<file path="config.mk">
export PLATFORM = sky130hd
export DESIGN_NAME = controlador_ascensor
export DESIGN_NICKNAME = d
export VERILOG_FILES = /design/src/rtl/ascensor_pkg.sv /design/src/rtl/temporizador_ascensor.sv /design/src/rtl/controlador_ascensor.sv
export SDC_FILE = /design/constraint.sdc
export NUM_CORES = 1
export LEC_CHECK = 0
export ABC_AREA = 1
export CORE_MARGIN = 2
export CORE_UTILIZATION = 25
export DETAILED_ROUTE_END_ITERATION = 12
export GPL_TIMING_DRIVEN = 0
export PLACE_DENSITY_LB_ADDON = 0.08
export RECOVER_POWER = 100
export SLEW_MARGIN = 10
export SYNTH_ARGS = -nofsm -noshare
export SYNTH_HDL_FRONTEND = slang
export SYNTH_SLANG_ARGS = --single-unit
</file>
<file path="constraint.sdc">
create_clock -name clk -period 3.8 [get_ports clk]
set_input_delay 0.38 -clock clk [delete_from_list [all_inputs] [get_ports clk]]
set_output_delay 0.38 -clock clk [all_outputs]
set_load 0.02 [all_outputs]
</file>
<file path="src/rtl/ascensor_pkg.sv">
// ---------------------------------------------------------------------------
// ascensor_pkg
// Shared definitions for the 4-floor elevator controller.
//   - Bit positions inside the 10-bit request vector (cabin, hall-up,
//     hall-down buttons).
//   - FSM state encoding.
//   - Helper functions that turn a floor number into request masks and
//     answer "is there anything above / below / at this floor".
// ---------------------------------------------------------------------------
package ascensor_pkg;

    // Cabin buttons, floors 0..3
    localparam int CAB0 = 0;
    localparam int CAB1 = 1;
    localparam int CAB2 = 2;
    localparam int CAB3 = 3;
    // Hall-up buttons, floors 0..2
    localparam int SUB0 = 4;
    localparam int SUB1 = 5;
    localparam int SUB2 = 6;
    // Hall-down buttons, floors 1..3
    localparam int BAJ1 = 7;
    localparam int BAJ2 = 8;
    localparam int BAJ3 = 9;

    typedef enum logic [1:0] {
        REPOSO   = 2'd0,
        PUERTA   = 2'd1,
        MOVIENDO = 2'd2
    } estado_fsm_t;

    // Every request bit that belongs to floor f (cabin plus both halls).
    function automatic logic [9:0] mascara_piso(input logic [1:0] f);
        logic [9:0] m;
        m = '0;
        case (f)
            2'd0: begin
                m[CAB0] = 1'b1;
                m[SUB0] = 1'b1;
            end
            2'd1: begin
                m[CAB1] = 1'b1;
                m[SUB1] = 1'b1;
                m[BAJ1] = 1'b1;
            end
            2'd2: begin
                m[CAB2] = 1'b1;
                m[SUB2] = 1'b1;
                m[BAJ2] = 1'b1;
            end
            default: begin
                m[CAB3] = 1'b1;
                m[BAJ3] = 1'b1;
            end
        endcase
        return m;
    endfunction

    // Cabin bit of floor f only.
    function automatic logic [9:0] mascara_cabina(input logic [1:0] f);
        logic [9:0] m;
        m = '0;
        case (f)
            2'd0:    m[CAB0] = 1'b1;
            2'd1:    m[CAB1] = 1'b1;
            2'd2:    m[CAB2] = 1'b1;
            default: m[CAB3] = 1'b1;
        endcase
        return m;
    endfunction

    // Hall bit at floor f that matches travel direction dir
    // (0 = up, 1 = down). Empty where that button does not exist.
    function automatic logic [9:0] mascara_sentido(input logic [1:0] f, input logic dir);
        logic [9:0] m;
        m = '0;
        if (!dir) begin
            case (f)
                2'd0:    m[SUB0] = 1'b1;
                2'd1:    m[SUB1] = 1'b1;
                2'd2:    m[SUB2] = 1'b1;
                default: m = '0;
            endcase
        end else begin
            case (f)
                2'd1:    m[BAJ1] = 1'b1;
                2'd2:    m[BAJ2] = 1'b1;
                2'd3:    m[BAJ3] = 1'b1;
                default: m = '0;
            endcase
        end
        return m;
    endfunction

    // Any request for a floor strictly above f.
    function automatic logic arriba(input logic [9:0] sol, input logic [1:0] f);
        logic [9:0] m;
        m = '0;
        for (int g = 0; g < 4; g++) begin
            if (g > int'(f)) m = m | mascara_piso(2'(g));
        end
        return |(sol & m);
    endfunction

    // Any request for a floor strictly below f.
    function automatic logic abajo(input logic [9:0] sol, input logic [1:0] f);
        logic [9:0] m;
        m = '0;
        for (int g = 0; g < 4; g++) begin
            if (g < int'(f)) m = m | mascara_piso(2'(g));
        end
        return |(sol & m);
    endfunction

    // Any request at floor f.
    function automatic logic en_piso(input logic [9:0] sol, input logic [1:0] f);
        return |(sol & mascara_piso(f));
    endfunction

endpackage

</file>
<file path="src/rtl/temporizador_ascensor.sv">
// ---------------------------------------------------------------------------
// temporizador_ascensor
// Loadable down-counter shared by the door and travel phases.
// Ports:
//   clk    - system clock, rising edge
//   reset  - asynchronous active-high reset (count returns to 0)
//   carga  - load strobe; has priority over counting
//   valor  - value loaded when carga is high
//   expira - high while the count equals 1 (last cycle of the interval)
// The counter parks at 0 when not loaded, so it never expires while idle.
// ---------------------------------------------------------------------------
module temporizador_ascensor #(
    parameter int W = 8
) (
    input  logic         clk,
    input  logic         reset,
    input  logic         carga,
    input  logic [W-1:0] valor,
    output logic         expira
);

    logic [W-1:0] cuenta;

    always_ff @(posedge clk or posedge reset) begin
        if (reset) begin
            cuenta <= '0;
        end else if (carga) begin
            cuenta <= valor;
        end else if (cuenta != '0) begin
            cuenta <= cuenta - W'(1);
        end
    end

    assign expira = (cuenta == W'(1));

endmodule

</file>
<file path="src/rtl/controlador_ascensor.sv">
// ---------------------------------------------------------------------------
// controlador_ascensor
// Collective (SCAN) controller for a 4-floor elevator.
// Ports:
//   clk         - system clock, rising edge
//   reset       - asynchronous active-high reset
//   botones     - raw button levels: [3:0] cabin 0..3, [6:4] hall-up 0..2,
//                 [9:7] hall-down 1..3
//   solicitudes - latched pending requests, same bit map
//   estado      - {moving, dir (1 = down), floor[1:0]}
// Requests latch as (solicitudes | botones) & ~clr, where clr holds the
// bits being served in the current cycle, so serving wins over a press.
// ---------------------------------------------------------------------------
module controlador_ascensor #(
    parameter int T_PISO   = 8,
    parameter int T_PUERTA = 6,
    parameter int W_CNT    = 8
) (
    input  logic       clk,
    input  logic       reset,
    input  logic [9:0] botones,
    output logic [9:0] solicitudes,
    output logic [3:0] estado
);

    import ascensor_pkg::*;

    localparam logic [W_CNT-1:0] CARGA_PISO   = W_CNT'(T_PISO);
    localparam logic [W_CNT-1:0] CARGA_PUERTA = W_CNT'(T_PUERTA);

    estado_fsm_t      state, state_sig;
    logic [9:0]       sol;
    logic [1:0]       floor, floor_sig, nf;
    logic             dir, dir_sig, moving, moving_sig;
    logic [9:0]       clr;
    logic             carga;
    logic [W_CNT-1:0] valor;
    logic             expira;
    logic             mas_lejos, fin_recorrido, parar;

    temporizador_ascensor #(.W(W_CNT)) u_temporizador (
        .clk    (clk),
        .reset  (reset),
        .carga  (carga),
        .valor  (valor),
        .expira (expira)
    );

    // Arrival evaluation: the floor the car is about to reach, and whether
    // it has to stop there. The clamp keeps the floor inside 0..3.
    always_comb begin
        nf = floor;
        if (!dir && floor != 2'd3) begin
            nf = floor + 2'd1;
        end else if (dir && floor != 2'd0) begin
            nf = floor - 2'd1;
        end
        mas_lejos     = dir ? abajo(sol, nf) : arriba(sol, nf);
        fin_recorrido = !mas_lejos || nf == 2'd0 || nf == 2'd3;
        parar         = fin_recorrido ||
                        (|(sol & (mascara_cabina(nf) | mascara_sentido(nf, dir))));
    end

    // Next-state decision, bits served this cycle and timer load.
    always_comb begin
        state_sig  = state;
        floor_sig  = floor;
        dir_sig    = dir;
        moving_sig = moving;
        clr        = '0;
        carga      = 1'b0;
        valor      = CARGA_PUERTA;
        case (state)
            REPOSO: begin
                if (en_piso(sol, floor)) begin
                    state_sig = PUERTA;
                    clr       = mascara_piso(floor);
                    carga     = 1'b1;
                    valor     = CARGA_PUERTA;
                end else if (dir ? abajo(sol, floor) : arriba(sol, floor)) begin
                    state_sig  = MOVIENDO;
                    moving_sig = 1'b1;
                    carga      = 1'b1;
                    valor      = CARGA_PISO;
                end else if (dir ? arriba(sol, floor) : abajo(sol, floor)) begin
                    state_sig  = MOVIENDO;
                    dir_sig    = ~dir;
                    moving_sig = 1'b1;
                    carga      = 1'b1;
                    valor      = CARGA_PISO;
                end
            end
            MOVIENDO: begin
                if (expira) begin
                    floor_sig = nf;
                    carga     = 1'b1;
                    if (parar) begin
                        state_sig  = PUERTA;
                        moving_sig = 1'b0;
                        valor      = CARGA_PUERTA;
                        clr        = mascara_cabina(nf) | mascara_sentido(nf, dir);
                        // End of run: turn around and also serve the hall
                        // call for the new direction at this floor.
                        if (fin_recorrido) begin
                            dir_sig = ~dir;
                            clr     = clr | mascara_sentido(nf, ~dir);
                        end
                    end else begin
                        valor = CARGA_PISO;
                    end
                end
            end
            PUERTA: begin
                // Presses that would just reopen this door are absorbed
                // instead of latched, and restart the door interval.
                clr = mascara_cabina(floor) | mascara_sentido(floor, dir);
                if (|(botones & clr)) begin
                    carga = 1'b1;
                    valor = CARGA_PUERTA;
                end else if (expira) begin
                    state_sig = REPOSO;
                end
            end
            default: begin
                state_sig  = REPOSO;
                moving_sig = 1'b0;
            end
        endcase
    end

    always_ff @(posedge clk or posedge reset) begin
        if (reset) begin
            state  <= REPOSO;
            sol    <= '0;
            floor  <= 2'd0;
            dir    <= 1'b0;
            moving <= 1'b0;
        end else begin
            state  <= state_sig;
            sol    <= (sol | botones) & ~clr;
            floor  <= floor_sig;
            dir    <= dir_sig;
            moving <= moving_sig;
        end
    end

    assign solicitudes = sol;
    assign estado      = {moving, dir, floor};

endmodule

</file>
==> impl_metrics.json, run 1 <==
{
  "status": "finished clean",
  "drc": 0,
  "r2r_start": "floor[0]",
  "htree_levels": 1,
  "power_frac_seq_pct": 23.3,
  "setup_viol": 0,
  "p_sw_uw": 1010,
  "dieArea_mm2": 0.00852,
  "core_area_mm2": 0.00765,
  "whs_ps": 488,
  "wl_per_cell_um": 14.4,
  "start_util_pct": 25.5,
  "cts_resized": 0,
  "rsz0062_at_grt": "false",
  "n_antenna_cell": 0,
  "path_max_fanout": 10,
  "postCtsHoldBufs": 0,
  "gp_congestion": 0.879,
  "die_h_um": 92.3,
  "drt_iter0_drc": 89,
  "rows": 32,
  "worst_pin_slew_ps": 996,
  "slew_headroom_pct": 33.5,
  "fmax_mhz": 339,
  "endpoint_kind": "flip-flop",
  "dpl.hpwl_mm": 4.54,
  "ys.flop_type": "dfrtp_1",
  "grt_usage_pct": 14.4,
  "p_total_uw": 1920,
  "cp-startpoint": "floor[0]",
  "dieWidth_um": 92.3,
  "root_buffer": "clkbuf_8",
  "hp-class": "flip-flop to flip-flop",
  "clock_latency_ps": 280,
  "drv_cap": 0,
  "skew_ps": 5.19,
  "antenna_found_initial": 0,
  "grt_pass1_vias": 1845,
  "path_clk_slew_ps": 100,
  "cts_tree": "yes",
  "place_ws_ps": 1370,
  "drive_gt1_share_pct": 8.58,
  "grt_first_pass_wirelength_mm": 9.70,
  "p_clk_share_pct": 12.5,
  "io_pins": 26,
  "ys_seq_area_share_pct": 30.8,
  "layout.nets": 324,
  "viasPerCell": 4.59,
  "syn_nets": 294,
  "finalCriticalPeriod_ps": 2950,
  "synth_edf_count": 0,
  "synth_area_mm2": 0.00195,
  "final_cell_area_mm2": 0.00232,
  "hold_viol_final": 0,
  "swShare_pct": 52.6,
  "cts.path.max_buffers": 2,
  "leakage_uw": 0.00112,
  "drt_pass1_iterations": 4,
  "postSynth.asyncResetShare_pct": 100,
  "critPathKind": "flip-flop to flip-flop",
  "peakVddDrop_v": 0.000182,
  "tns_ps": 0,
  "min_from": "moving",
  "start_kind": "flip-flop",
  "cp_data_arrival_time_ps": 3180,
  "routed_wl_mm": 5.85,
  "numPortBuffers": 25,
  "drv_slew": 0,
  "num_vias": 1860,
  "post-cts-setup-buffers": 0,
  "dpl-instance-area_mm2": 0.00233,
  "syn_area_per_cell_um2": 7.12,
  "worstPathRequired_ps": 4020,
  "ys_ff_latch": 24,
  "postRouteAntennaNets": 0,
  "grt_overflow_total": 0,
  "cts.sinks": 24,
  "period_share_pct": 77.7,
  "combPwrFrac_pct": 64.2,
  "syn_inst": 274,
  "powerDensity_mw_per_mm2": 828,
  "layout_setup_ws_ps": 846,
  "cts_buffers": 3,
  "yosysUniqueCellTypes": 37,
  "internal-power_uw": 911,
  "area_growth_pct": 19.1,
  "grt_max_degree": 25,
  "yosysWarnings": 0
}
[power by group through the flow]
| stage | Sequential [uW] | Combinational (uW) | Clock [uW] |
|---|---|---|---|
| 6_report | 447 | 1240 | 241 |
| 5_1_grt | 463 | 1400 | 256 |
| 4_1_cts | 451 | 1370 | 251 |
| 3_5_place_dp | 457 | 1360 | 0 |
| 3_3_place_gp | 457 | 1370 | 0 |
| 2_1_floorplan | 470 | 982 | 0 |
[routing by layer]
metal	wire, um	vias to the layer above	global-route usage, %
li1	-	949	-
met2	2650	38	23.2
met5	0	-	0
met3	236	9	2.28
met1	2840	864	19.7
met4	116	0	4.73
[stage by stage]
stage	util, %	cells
after floorplan	-	274
after global placement	30.4	401
after detailed placement	30.4	401
after CTS	31.4	405
after global routing	30.4	405
final	30.4	405
[placed cells by master (no fill, tap or decap), drive strengths merged, types with 2 or more instances in the layout]
| cell | n |
|---|---|
| xnor2 | 2 |
| buf | 4 |
| nand3 | 33 |
| nor2 | 35 |
| ha | 8 |
| inv | 48 |
| o211ai | 4 |
| clkdlybuf4s50 | 10 |
| nand2 | 67 |
| a21oi | 9 |
| dfrtp | 24 |
| xor2 | 3 |
| o31ai | 3 |
| clkbuf | 3 |
| o21ai | 13 |
| dlygate4sd3 | 15 |
| o22ai | 2 |
| nor3 | 7 |
| nand4 | 6 |
[path summary, 6_finish.rpt]
path	endpoint	slack (ps)	depth (start not counted)
max	solicitudes[1]	850	16
min	moving	490	2
max reg2reg	solicitudes[1]	850	16
min reg2reg	moving	490	2
max in group asynchronous	u_temporizador.cuenta[1]	2440	2
min in group asynchronous	solicitudes[1]	760	2
[worst max-delay path: stages, from the launching register on]
cell and delay, ps:
dfrtp_1 470, inv_1 190, ha_1 300, inv_1 130, nand2_1 140, nand2_1 70
nand2_1 130, nand2_1 290, nand2_2 130, nand2_1 60, inv_2 60, nand2_1 120
nor2_4 100, nand3_1 250, nand2_1 180, o21ai_0 140, a21oi_2 120
[cell usage after synthesis (2+ instances only)]
library cell / count / area (um^2)
nand2_1: 55 / 206
inv_1: 41 / 154
nor2_1: 32 / 120
nand3_1: 30 / 150
dfrtp_1: 24 / 601
ha_1: 8 / 100
a21oi_1: 7 / 35.0
inv_2: 7 / 26.3
nand2_2: 7 / 43.8
o21ai_0: 7 / 35.0
nand4_1: 6 / 37.5
nand2_4: 5 / 56.3
nor3_2: 4 / 40.0
o211ai_1: 4 / 30.0
o21ai_1: 4 / 20.0
nor3_1: 3 / 15.0
o31ai_1: 3 / 22.5
xor2_1: 3 / 26.3
buf_4: 2 / 15.0
nand3_4: 2 / 35.0
nor2_4: 2 / 22.5
o22ai_1: 2 / 12.5
xnor2_1: 2 / 17.5
[sequential cells by signal (all words and copies together), names as in the netlist]
| register | flops |
|---|---|
| solicitudes | 10 |
| dir | 1 |
| floor | 2 |
| state | 2 |
| u_temporizador.cuenta | 8 |
| moving | 1 |
[cell families after synthesis]
family / count (synthesis) / share of synthesized area [%]
adder cells (fa/ha/maj): 8 / 5.13
AO/OA/AOI/OAI: 36 / 12.6
AND/OR/NAND/NOR: 149 / 38.4
flip-flops: 24 / 30.8
buffers and inverters: 52 / 10.8
XOR/XNOR: 5 / 2.25
[area by class of cell]
class                   count  area (um^2)
flip-flops and latches     24          601
clock inverters             1         30.0
well taps                 102          128
plain buffers               4         31.3
clock buffers               3         41.3
multi-input cells         198         1060
inverters                  48          180
fillers                   840         5320
repair buffers             25          250
Note: power is estimated with default switching activity, not from simulation.
==> run 2: changes to the inputs <==
clock period = 2.7 ns   (was 3.8 ns; I/O delays follow)
==> impl_metrics.json, run 2 (synthesized netlist as in run 1, its figures left out) <==
{
  "worstPathRequired_ps": 2870,
  "routed_wl_mm": 5.79,
  "post-cts-setup-buffers": 0,
  "cts.path.max_buffers": 2,
  "area_growth_pct": 21.7,
  "max_stage_delay_ps": 520,
  "endpoint_kind": "flip-flop",
  "io_pins": 26,
  "cts_resized": 0,
  "cp_data_arrival_time_ps": 2630,
  "htree_levels": 1,
  "drt_iter0_drc": 92,
  "status": "finished clean",
  "start_util_pct": 25.5,
  "cpMostUsedCell": "nand2_1",
  "grt_overflow_total": 0,
  "start_kind": "flip-flop",
  "peakVddDrop_v": 0.000259,
  "skew_ps": 6.05,
  "dpl.hpwl_mm": 4.54,
  "setup_viol": 0,
  "critPathKind": "flip-flop to flip-flop",
  "cts_buffers": 3,
  "root_buffer": "clkbuf_8",
  "dpl-instance-area_mm2": 0.00233,
  "grt_first_pass_wirelength_mm": 9.70,
  "min_from": "moving",
  "r2r-end": "u_temporizador.cuenta[1]",
  "path_max_fanout": 8,
  "grt_pass1_vias": 1845,
  "rows": 32,
  "cts.sinks": 24,
  "numPortBuffers": 25,
  "crit_chain": "inv_1 > ha_1 > nand2_1 > nand2_1 > inv_2 > nand2_1 > nand2_2 > inv_2 > nand2_4 > nor2_2 > nand3_4 > o21ai_2 > a21oi_1",
  "dieArea_mm2": 0.00852,
  "viasPerCell": 4.53,
  "drv_cap": 0,
  "rr_worst_depth": 13,
  "r2r_slack_ps": 240,
  "finalCriticalPeriod_ps": 2460,
  "layout.nets": 324,
  "hold_viol_final": 0,
  "tns_ps": 0,
  "gp_congestion": 0.879,
  "layout_setup_ws_ps": 242,
  "fmax_mhz": 407,
  "period_share_pct": 91.1,
  "cp-startpoint": "floor[0]",
  "drv_slew": 0,
  "cts_tree": "yes",
  "drc": 0,
  "antenna_found_initial": 0,
  "grt_usage_pct": 14.4,
  "layout_common_cells": "nand2_1 (58), inv_1 (41), nor2_1 (32)",
  "slew_headroom_pct": 33.2,
  "final_cell_area_mm2": 0.00237,
  "die_h_um": 92.3,
  "largest_reg_flops": 10,
  "num_vias": 1835,
  "clock_latency_ps": 290,
  "endpoint": "u_temporizador.cuenta[1]",
  "n_antenna_cell": 0,
  "placedCellCount": 401,
  "postCtsHoldBufs": 0,
  "drive_gt1_share_pct": 12.5,
  "grt_max_degree": 25,
  "place_ws_ps": 266,
  "slowest_stage": "dfrtp_1",
  "powerDensity_mw_per_mm2": 1180,
  "wl_per_cell_um": 14.3,
  "path_clk_slew_ps": 100,
  "mostFrequentLayoutCell": "nand2_1",
  "core_area_mm2": 0.00765,
  "drt_pass1_iterations": 4,
  "worst_pin_slew_ps": 1000,
  "fin_cells": 405,
  "leakage_uw": 0.00113,
  "rsz0062_at_grt": "false",
  "hp-class": "flip-flop to flip-flop",
  "postRouteAntennaNets": 0,
  "dieWidth_um": 92.3,
  "r2r_start": "floor[0]"
}
[run 2: routing by layer]
layer	track usage, %	wire (um)	vias to the layer above
met1	19.7	2800	842
met4	4.73	116	0
met3	2.28	250	9
li1	-	-	946
met5	0	0	-
met2	23.2	2620	38
[run 2: area by class of cell]
class / count / area [um^2]
multi-input combinational: 198 / 1110
tap: 102 / 128
timing repair buffer: 25 / 250
clock inverter: 1 / 30.0
inverter: 48 / 180
buffer: 4 / 31.3
clock buffer: 3 / 41.3
sequential: 24 / 601
fill: 831 / 5270
[run 2: worst max-delay path: cells and delay by family, from the launching register on]
kind / cells / cell delay, ps
compound gates: 2 / 290
simple gates: 7 / 840
buf+inv: 3 / 380
fa+ha+maj: 1 / 310
flops: 1 / 520
[run 2: worst min-delay path by stage]
| stage | endpoint | slack, ps | depth (start not counted) |
|---|---|---|---|
| final | moving | 490 | 2 |
| after global placement | moving | 460 | 2 |
| after detailed placement | moving | 460 | 2 |
| after floorplan | dir | 280 | 1 |
| after global routing | moving | 540 | 2 |
| after CTS | moving | 490 | 2 |
[run 2: where the power goes]
part           switching, uW  leakage [uW]  internal [uW]
combinational           1190      0.000823            640
sequential               144      0.000273            489
clock                    141     0.0000357            199
total                   1480       0.00113           1330
[run 2: through the flow]
| stage | utilization (%) | power (uW) | hold WS (ps) |
|---|---|---|---|
| after floorplan | - | 2040 | 285 |
| after global placement | 30.4 | 2570 | 462 |
| after detailed placement | 30.4 | 2560 | 464 |
| after CTS | 31.4 | 2910 | 490 |
| after global routing | 31.1 | 3100 | 540 |
| final | 31.1 | 2810 | 488 |
==> run 3: changes to the inputs <==
PLACE_DENSITY_LB_ADDON = 0.3   (was 0.08)
==> impl_metrics.json, run 3 (synthesized netlist as in run 1, its figures left out) <==
{
  "drc": 0,
  "rows": 32,
  "post-cts-setup-buffers": 0,
  "peakVddDrop_v": 0.000291,
  "largest_reg_flops": 10,
  "cts.sinks": 24,
  "rsz0062_at_grt": "false",
  "max_stage_delay_ps": 510,
  "area_growth_pct": 21.7,
  "critPathKind": "flip-flop to flip-flop",
  "num_vias": 1899,
  "drt_iter0_drc": 143,
  "drv_slew": 0,
  "cts_buffers": 3,
  "worstPathRequired_ps": 2870,
  "path_clk_slew_ps": 100,
  "cpMostUsedCell": "nand2_1",
  "numPortBuffers": 25,
  "die_h_um": 92.3,
  "swShare_pct": 52.5,
  "layout.nets": 324,
  "root_buffer": "clkbuf_8",
  "fin_util_pct": 31.1,
  "crit_family": "simple AND/OR/NAND/NOR gates",
  "routed_wl_mm": 5.34,
  "p_clk_share_pct": 11.9,
  "cts_tree": "yes",
  "grt_overflow_total": 0,
  "grt_pass1_vias": 1858,
  "rr_worst_depth": 14,
  "clock_latency_ps": 280,
  "cp_data_arrival_time_ps": 2570,
  "postCtsHoldBufs": 0,
  "grt_first_pass_wirelength_mm": 9.02,
  "drive_gt1_share_pct": 11.9,
  "htree_levels": 1,
  "viasPerCell": 4.69,
  "core_area_mm2": 0.00765,
  "gp_congestion": 0.880,
  "dieWidth_um": 92.3,
  "layout_common_cells": "nand2_1 (57), inv_1 (41), nor2_1 (32)",
  "r2r_start": "floor[0]",
  "grt_usage_pct": 13.3,
  "start_kind": "flip-flop",
  "path_max_fanout": 8,
  "drt_pass1_iterations": 4,
  "dieArea_mm2": 0.00852,
  "endpoint_kind": "flip-flop",
  "period_share_pct": 89.1,
  "internal-power_uw": 1340,
  "power_frac_seq_pct": 22.6,
  "cts.path.max_buffers": 2,
  "worst_pin_slew_ps": 971,
  "hold_viol_final": 0,
  "dpl-instance-area_mm2": 0.00233,
  "r2r_slack_ps": 300,
  "finalCriticalPeriod_ps": 2400,
  "cp_num_buf_inv": 2,
  "setup_viol": 0,
  "combPwrFrac_pct": 65.4,
  "cts_resized": 0,
  "min_from": "moving",
  "grt_max_degree": 25,
  "skew_ps": 5.38,
  "start_util_pct": 25.5,
  "drv_cap": 0,
  "p_sw_uw": 1480,
  "io_pins": 26,
  "fmax_mhz": 416,
  "powerDensity_mw_per_mm2": 1190,
  "n_antenna_cell": 0,
  "postRouteAntennaNets": 0,
  "wl_per_cell_um": 13.2,
  "r2r-end": "state[0]",
  "whs_ps": 489,
  "slowest_stage": "dfrtp_1",
  "whs_path_depth": 2,
  "crit_chain": "inv_1 > ha_1 > nand2_1 > nand2_1 > nand3_1 > nand2_2 > inv_2 > nand2_4 > nor2_4 > nand3_4 > nand2_1 > nand2_2 > nand4_1 > nand2_1",
  "status": "finished clean",
  "leakage_uw": 0.00113,
  "tns_ps": 0,
  "slew_headroom_pct": 35.2,
  "min_to": "moving",
  "antenna_found_initial": 0,
  "hp-class": "flip-flop to flip-flop",
  "mostFrequentLayoutCell": "nand2_1",
  "p_total_uw": 2810,
  "final_cell_area_mm2": 0.00237,
  "dpl.hpwl_mm": 4.10
}
-- run 3: cell counts in the layout (fill, tap and decap cells not counted) --
Identical to the previous run, type by type.
-- run 3: metal layers --
layer	up-vias	part of all wire (%)	global-route usage, %
met5	-	0	0
met4	0	2.8	5.60
met2	56	44	19.8
met3	13	6.0	1.95
li1	945	-	-
met1	885	47	19.0
-- run 3: area by class of cell --
class / count / area [um^2]
plain buffers: 4 / 31.3
clock buffers: 3 / 41.3
clock inverters: 1 / 30.0
fillers: 845 / 5270
inverters: 48 / 180
multi-input cells: 198 / 1110
flip-flops and latches: 24 / 601
well taps: 102 / 128
repair buffers: 25 / 250
-- run 3: worst register-to-register path, stage by stage (launching register included) --
cell	delay (ps)
dfrtp_1	510
inv_1	170
ha_1	320
nand2_1	90
nand2_1	210
nand3_1	260
nand2_2	80
inv_2	80
nand2_4	70
nor2_4	90
nand3_4	110
nand2_1	100
nand2_2	70
nand4_1	80
nand2_1	50
-- run 3: per-stage QoR --
step	setup slack [ps]	instances
global placement	398	401
CTS	360	405
floorplan	538	274
finish	295	405
detailed placement	368	401
global route	76.7	405
-- run 3: worst max path at each step --
stage / startpoint / to / cells past startpoint
finish: floor[0] / state[0] / 14
global route: floor[0] / state[0] / 14
CTS: floor[0] / moving / 16
detailed placement: floor[0] / moving / 16
global placement: floor[0] / u_temporizador.cuenta[2] / 11
floorplan: floor[0] / moving / 16
-- run 3: power by group through the flow --
| stage | clock (uW) | sequential [uW] | combinational [uW] |
|---|---|---|---|
| 2_1_floorplan | 0 | 661 | 1380 |
| 3_3_place_gp | 0 | 647 | 1870 |
| 3_5_place_dp | 0 | 647 | 1890 |
| 4_1_cts | 347 | 640 | 1890 |
| 5_1_grt | 364 | 663 | 2080 |
| 6_report | 336 | 637 | 1840 |
